### config.mk
export PLATFORM = sky130hd
export DESIGN_NAME = rptr_empty_lvl_flat
export DESIGN_NICKNAME = d
export VERILOG_FILES = /design/src/rtl/rptr_empty_lvl_if.sv /design/src/rtl/rptr_empty_lvl.sv /design/src/flat_wrapper.sv
export SDC_FILE = /design/constraint.sdc
export NUM_CORES = 1
export LEC_CHECK = 0
export ABC_AREA = 1
export BUFFER_PORTS_ARGS = -buffer_cell sky130_fd_sc_hd__buf_2
export CORE_ASPECT_RATIO = 0.7
export CORE_UTILIZATION = 44
export CTS_CLUSTER_SIZE = 10
export DETAILED_ROUTE_END_ITERATION = 16
export PLACE_DENSITY = 0.72
export SYNTH_ARGS = -nofsm -noshare
export SYNTH_HDL_FRONTEND = slang
export SYNTH_SLANG_ARGS = --single-unit
### constraint.sdc
create_clock -name rclk -period 1.96 [get_ports rclk]
set_input_delay 0.098 -clock rclk [delete_from_list [all_inputs] [get_ports rclk]]
set_output_delay 0.098 -clock rclk [all_outputs]
set_load 0.02 [all_outputs]
### src/rtl/rptr_empty_lvl_if.sv
// Read-side port bundle of the async FIFO pointer/flag controller.
// Latency: none, wires only. Backpressure: none; rinc is gated by rempty inside the controller.
// Parameter ADDRSIZE must match the controller it connects to.
interface rptr_empty_lvl_if #(
    parameter int ADDRSIZE = 8
);
    logic                rinc;
    logic                uclr;
    logic [ADDRSIZE:0]   rq2_wptr;
    logic [ADDRSIZE-1:0] raddr;
    logic [ADDRSIZE:0]   rptr;
    logic                rempty;
    logic                raempty;
    logic [ADDRSIZE:0]   rlevel;
    logic                runderflow;

    modport master (
        output rinc, uclr, rq2_wptr,
        input  raddr, rptr, rempty, raempty, rlevel, runderflow
    );

    modport slave (
        input  rinc, uclr, rq2_wptr,
        output raddr, rptr, rempty, raempty, rlevel, runderflow
    );
endinterface

### src/rtl/rptr_empty_lvl.sv
// Async FIFO read-side pointer, empty/almost-empty flags, fill level and sticky underflow (rclk domain).
// Latency: flags, level and pointers registered, updated on the edge of the pop; raddr has no extra delay.
// Backpressure: pops while empty are ignored and latch runderflow. Macro RPTR_LEVEL_EN builds rlevel/raempty.
module rptr_empty_lvl #(
    parameter int ADDRSIZE      = 8,
    parameter int AEMPTY_THRESH = 2
) (
    input  logic            rclk,
    input  logic            rrst_n,
    rptr_empty_lvl_if.slave bus
);
    localparam int PW = ADDRSIZE + 1;

    if (AEMPTY_THRESH < 0 || AEMPTY_THRESH > (1 << ADDRSIZE)) begin : g_thresh_range
        $error("AEMPTY_THRESH outside 0..2**ADDRSIZE");
    end

    logic [PW-1:0] rbin;
    logic [PW-1:0] rbinnext;
    logic [PW-1:0] rgraynext;
    logic [PW-1:0] rptr_q;
    logic          rempty_q;
    logic          runderflow_q;
    logic          pop;
    logic          underflow;

    always_comb begin
        pop       = bus.rinc & ~rempty_q;
        underflow = bus.rinc & rempty_q;
        rbinnext  = rbin + PW'(pop);
        rgraynext = (rbinnext >> 1) ^ rbinnext;
    end

    // Empty compares the next pointer so the flag rises on the edge of the last pop.
    always_ff @(posedge rclk or negedge rrst_n) begin
        if (!rrst_n) begin
            rbin         <= '0;
            rptr_q       <= '0;
            rempty_q     <= 1'b1;
            runderflow_q <= 1'b0;
        end else begin
            rbin     <= rbinnext;
            rptr_q   <= rgraynext;
            rempty_q <= (rgraynext == bus.rq2_wptr);
            if (underflow)
                runderflow_q <= 1'b1;
            else if (bus.uclr)
                runderflow_q <= 1'b0;
        end
    end

    assign bus.raddr      = rbin[ADDRSIZE-1:0];
    assign bus.rptr       = rptr_q;
    assign bus.rempty     = rempty_q;
    assign bus.runderflow = runderflow_q;

`ifdef RPTR_LEVEL_EN
    localparam logic [PW-1:0] AE_TH = PW'(AEMPTY_THRESH);

    logic [PW-1:0] wbin_s;
    logic [PW-1:0] lvl_next;
    logic [PW-1:0] rlevel_q;
    logic          raempty_q;

    // Gray-to-binary: each binary bit is the XOR of all Gray bits at and above it.
    always_comb begin
        wbin_s = '0;
        for (int i = 0; i < PW; i++)
            wbin_s[i] = ^(bus.rq2_wptr >> i);
        lvl_next = wbin_s - rbinnext;
    end

    always_ff @(posedge rclk or negedge rrst_n) begin
        if (!rrst_n) begin
            rlevel_q  <= '0;
            raempty_q <= 1'b1;
        end else begin
            rlevel_q  <= lvl_next;
            raempty_q <= (lvl_next <= AE_TH);
        end
    end

    assign bus.rlevel  = rlevel_q;
    assign bus.raempty = raempty_q;
`else
    assign bus.rlevel  = '0;
    assign bus.raempty = rempty_q;
`endif
endmodule

### src/flat_wrapper.sv
// flat-port wrapper written by rule: the top's interface ports become plain ports
module rptr_empty_lvl_flat 
#(
    parameter int ADDRSIZE      = 8,
    parameter int AEMPTY_THRESH = 2
)
  (rclk, rrst_n, bus_rinc, bus_uclr, bus_rq2_wptr, bus_raddr, bus_rptr, bus_rempty, bus_raempty, bus_rlevel, bus_runderflow);
  rptr_empty_lvl_if #(.ADDRSIZE(ADDRSIZE)) bus_i ();
  input  logic rclk;
  input  logic rrst_n;
  input wire logic [$bits(bus_i.rinc)-1:0] bus_rinc;
  input wire logic [$bits(bus_i.uclr)-1:0] bus_uclr;
  input wire logic [$bits(bus_i.rq2_wptr)-1:0] bus_rq2_wptr;
  output wire logic [$bits(bus_i.raddr)-1:0] bus_raddr;
  output wire logic [$bits(bus_i.rptr)-1:0] bus_rptr;
  output wire logic [$bits(bus_i.rempty)-1:0] bus_rempty;
  output wire logic [$bits(bus_i.raempty)-1:0] bus_raempty;
  output wire logic [$bits(bus_i.rlevel)-1:0] bus_rlevel;
  output wire logic [$bits(bus_i.runderflow)-1:0] bus_runderflow;
  assign bus_i.rinc = bus_rinc;
  assign bus_i.uclr = bus_uclr;
  assign bus_i.rq2_wptr = bus_rq2_wptr;
  assign bus_raddr = bus_i.raddr;
  assign bus_rptr = bus_i.rptr;
  assign bus_rempty = bus_i.rempty;
  assign bus_raempty = bus_i.raempty;
  assign bus_rlevel = bus_i.rlevel;
  assign bus_runderflow = bus_i.runderflow;
  rptr_empty_lvl #(.ADDRSIZE(ADDRSIZE), .AEMPTY_THRESH(AEMPTY_THRESH)) u_core (.rclk(rclk), .rrst_n(rrst_n), .bus(bus_i));
endmodule
==> summary.md <==
| Metric | Value |
|---|---|
| Utilization after layout | 62.0% |
| Clock transition time at the flip-flop clock pins of the worst setup and hold paths | 0.07 ns |
| Number of stages on the worst hold path | 2 |
| Tmin final | 1.91 ns |
| Ratio of final minimum period to clock period | 97.6% |
| Area of the core | 2530 µm² |
| Number of I/O port buffers | 32 |
| Critical path origin | u_core.bus.raempty |
| Post-Place Cells | 239 |
| R2R Path End | u_core.bus.raempty |
| Most repeated library cell on the critical path | sky130_fd_sc_hd__nand2_1 |
| Final hold violation count | 0 |
| WL final | 3000 µm |
| Setup repair after global routing missed its margin | yes |
| Clk sinks | 19 |
| Die boundary width | 64.6 µm |
| CTS buffer count | 3 |
| Setup-failing EPs final | 0 |
| Number of warnings reported in the yosys synthesis log | 0 |
| P&R area growth vs syn | 30.1% |
| Average instance area after synthesis | 6.94 µm² |
| Length in cells of the worst reg-to-reg path | 14 |
| Clock root buffer master | sky130_fd_sc_hd__clkbuf_8 |
| Portion of the post-synthesis area used by sequential elements | 39.5% |
| Final estimated routing congestion in global placement | 0.963 |
| DR DRC count | 0 |
| Number of distinct library cells after synthesis | 16 |
| CP max-delay cell | sky130_fd_sc_hd__dfstp_2 |
| Via-per-instance ratio | 4.94 |
| Post-Synthesis Cell Area | 1210 µm² |
| Final cell area excluding filler cells | 1570 µm² |
| Run status | complete, no violations |
| Pre-CTS WS | -0.0220 ns |
| Required time reported for the critical path endpoint | 2.16 ns |
| Most common cell after layout, fill and taps aside | sky130_fd_sc_hd__nand2_1 |
| Total leakage power | 0.874 nW |
| Power density over the cells | 1530 nW/µm² |
| Vert. Die Dim | 45.8 µm |
| Worst reg2reg path startpoint | u_core.bus.raempty |
| Delay of the slowest cell on the worst path | 0.57 ns |
| Arrival time reported for the critical path endpoint | 2.11 ns |
| First-pass GRT wire length | 4390 µm |
| Worst hold path type | input port to flop |
| Post-layout nets | 230 |
| Non-filler instance count after layout | 247 |
| Number of detailed-routing iterations run before antenna repair | 4 |
| Source of the worst hold timing path | bus_uclr |
| Half-perimeter wire length after detailed placement | 2170 µm |
| Final antenna-violating net count | 0 |
| Number of global-route vias before repair | 1017 |
| Iteration-0 DRC count of the detailed router | 64 |
| Total number of vias | 1219 |
| Count of max-cap constraint violations | 0 |
| Final Slew Violations | 0 |
| Worst hold endpoint | u_core.bus.runderflow |
| Critical path cell sequence | nor2_4 -> ha_4 -> ha_4 -> nand2_8 -> inv_2 -> nand3_2 -> nand2_1 -> nand2_2 -> nand2_1 -> nand3_1 -> nand2_1 -> nor2_1 -> nand2_1 -> nor2_1 |
| Most frequent cells in the layout | sky130_fd_sc_hd__nand2_1 (57), sky130_fd_sc_hd__buf_2 (32), sky130_fd_sc_hd__inv_1 (19) |
| Placement Rows | 15 |
| Maximum fanout encountered on the critical timing path | 6 |
| Area post-placement | 1370 µm² |
| TNS Setup | 0 ns |
| Post-Syn Instances | 174 |
| Worst setup EP type | flop |
| Final worst slack | 0.0473 ns |
| Achievable Freq | 523 MHz |
| Initial antenna violation count | 0 |
| Internal reg-to-reg setup slack | 0.05 ns |
| Category of the worst setup path launch point | flop |
| Number of diodes added for antenna fixing | 0 |
| Largest net degree at the start of global routing | 20 |
| Total die area | 2960 µm² |
| Proportion of layout cells with a drive suffix above 1 | 36.2% |
| Number of placed I/O pins | 42 |
| Fin Clk Skew | 0.00178 ns |
| Maximum level of the CTS H-tree | 1 |
| Avg WL per Cell | 12.1 µm |
| GRT Resource Usage Total | 20.5% |
| Worst-skew pair later-pin latency | 0.26 ns |
| Type of the worst setup path | flop to flop |
| Total congestion overflow | 0 |
| FF+latch count, synth | 19 |
| Maximum buffer depth of the clock tree | 2 |
| Clock tree from TritonCTS | built |
| Starting utilization of the core area | 47.7% |
| Worst VDD drop | 0.665 mV |
## worst max-delay path, delay by kind of cell, from the launching register on
family	cells	cell delay (ns)
buf+inv	1	0.06
flops	1	0.57
simple gates	11	0.88
fa+ha+maj	2	0.34
## worst max-delay path by stage
| stage | endpoint |
|---|---|
| after detailed placement | u_core.bus.raempty |
| after global placement | u_core.bus.raempty |
| after floorplan | u_core.bus.raempty |
| after CTS | u_core.bus.raempty |
| final | u_core.bus.raempty |
| after global routing | u_core.bus.raempty |
## repair_timing
action,4_1_cts,5_1_grt
setup endpoints to repair,1,1
resized for setup,4,28
pin swaps,0,17
setup buffers,0,3
endpoints found under the hold margin,18,0
hold buffers,1,0
## flip-flops by register name, indices dropped and copies added (netlist names)
register,flops
u_core.bus.runderflow,1
u_core.bus.rptr,8
u_core.rbin,9
u_core.bus.raempty,1
## final cells by class
cell class | instances | area [µm²]
fillers | 241 | 963
multi-input cells | 129 | 712
flip-flops and latches | 19 | 477
repair buffers | 37 | 200
inverters | 24 | 92.6
well taps | 34 | 42.5
clock buffers | 3 | 41.3
clock inverters | 1 | 5.00
## synth_stat cells
master,count,share of area [%]
sky130_fd_sc_hd__conb_1,1,0.31
sky130_fd_sc_hd__dfstp_2,1,2.2
sky130_fd_sc_hd__ha_1,3,3.1
sky130_fd_sc_hd__nor2_2,2,1.0
sky130_fd_sc_hd__nor2_1,8,2.5
sky130_fd_sc_hd__nand2_2,7,3.6
sky130_fd_sc_hd__nor2_4,2,1.9
sky130_fd_sc_hd__inv_2,1,0.31
sky130_fd_sc_hd__o21ai_0,2,0.83
sky130_fd_sc_hd__buf_4,10,6.2
sky130_fd_sc_hd__nand2_1,69,21
sky130_fd_sc_hd__nand3_1,20,8.3
sky130_fd_sc_hd__nand4_1,5,2.6
sky130_fd_sc_hd__inv_1,23,7.2
sky130_fd_sc_hd__dfrtp_1,18,37
sky130_fd_sc_hd__nand3b_1,2,1.2
## per-stage QoR
stage               total power [mW]  hold WS, ns
CTS                             2.17       0.0371
global placement                1.81       0.0597
global route                    2.57       0.0515
detailed placement              1.84       0.0684
floorplan                       1.52       -0.198
finish                          2.40       0.0293
## layer usage
| metal | track usage [%] | routed length (µm) | up-vias |
|---|---|---|---|
| met3 | 5.00 | 248 | 2 |
| met4 | 3.11 | 10 | 0 |
| li1 | - | - | 599 |
| met2 | 34.5 | 1420 | 46 |
| met1 | 27.8 | 1320 | 572 |
| met5 | 0 | 0 | - |
## kinds of logic (layout without fill, tap and decap cells)
kind of cell | Yosys count | count (layout) | share of synthesized area [%]
and+or+nand+nor | 115 | 115 | 42.6
other | 1 | 9 | 0.311
adders and majority gates | 3 | 3 | 3.11
AOI/OAI and AO/OA | 2 | 2 | 0.829
DFF | 19 | 19 | 39.5
buffers and inverters | 34 | 65 | 13.7
## power breakdown
part	internal [mW]	leakage, nW	switching [mW]
combinational	0.497	0.615	0.930
sequential	0.544	0.233	0.144
clock	0.142	0.0255	0.139
total	1.18	0.874	1.21
No activity file was read; power rests on OpenSTA's default activity.
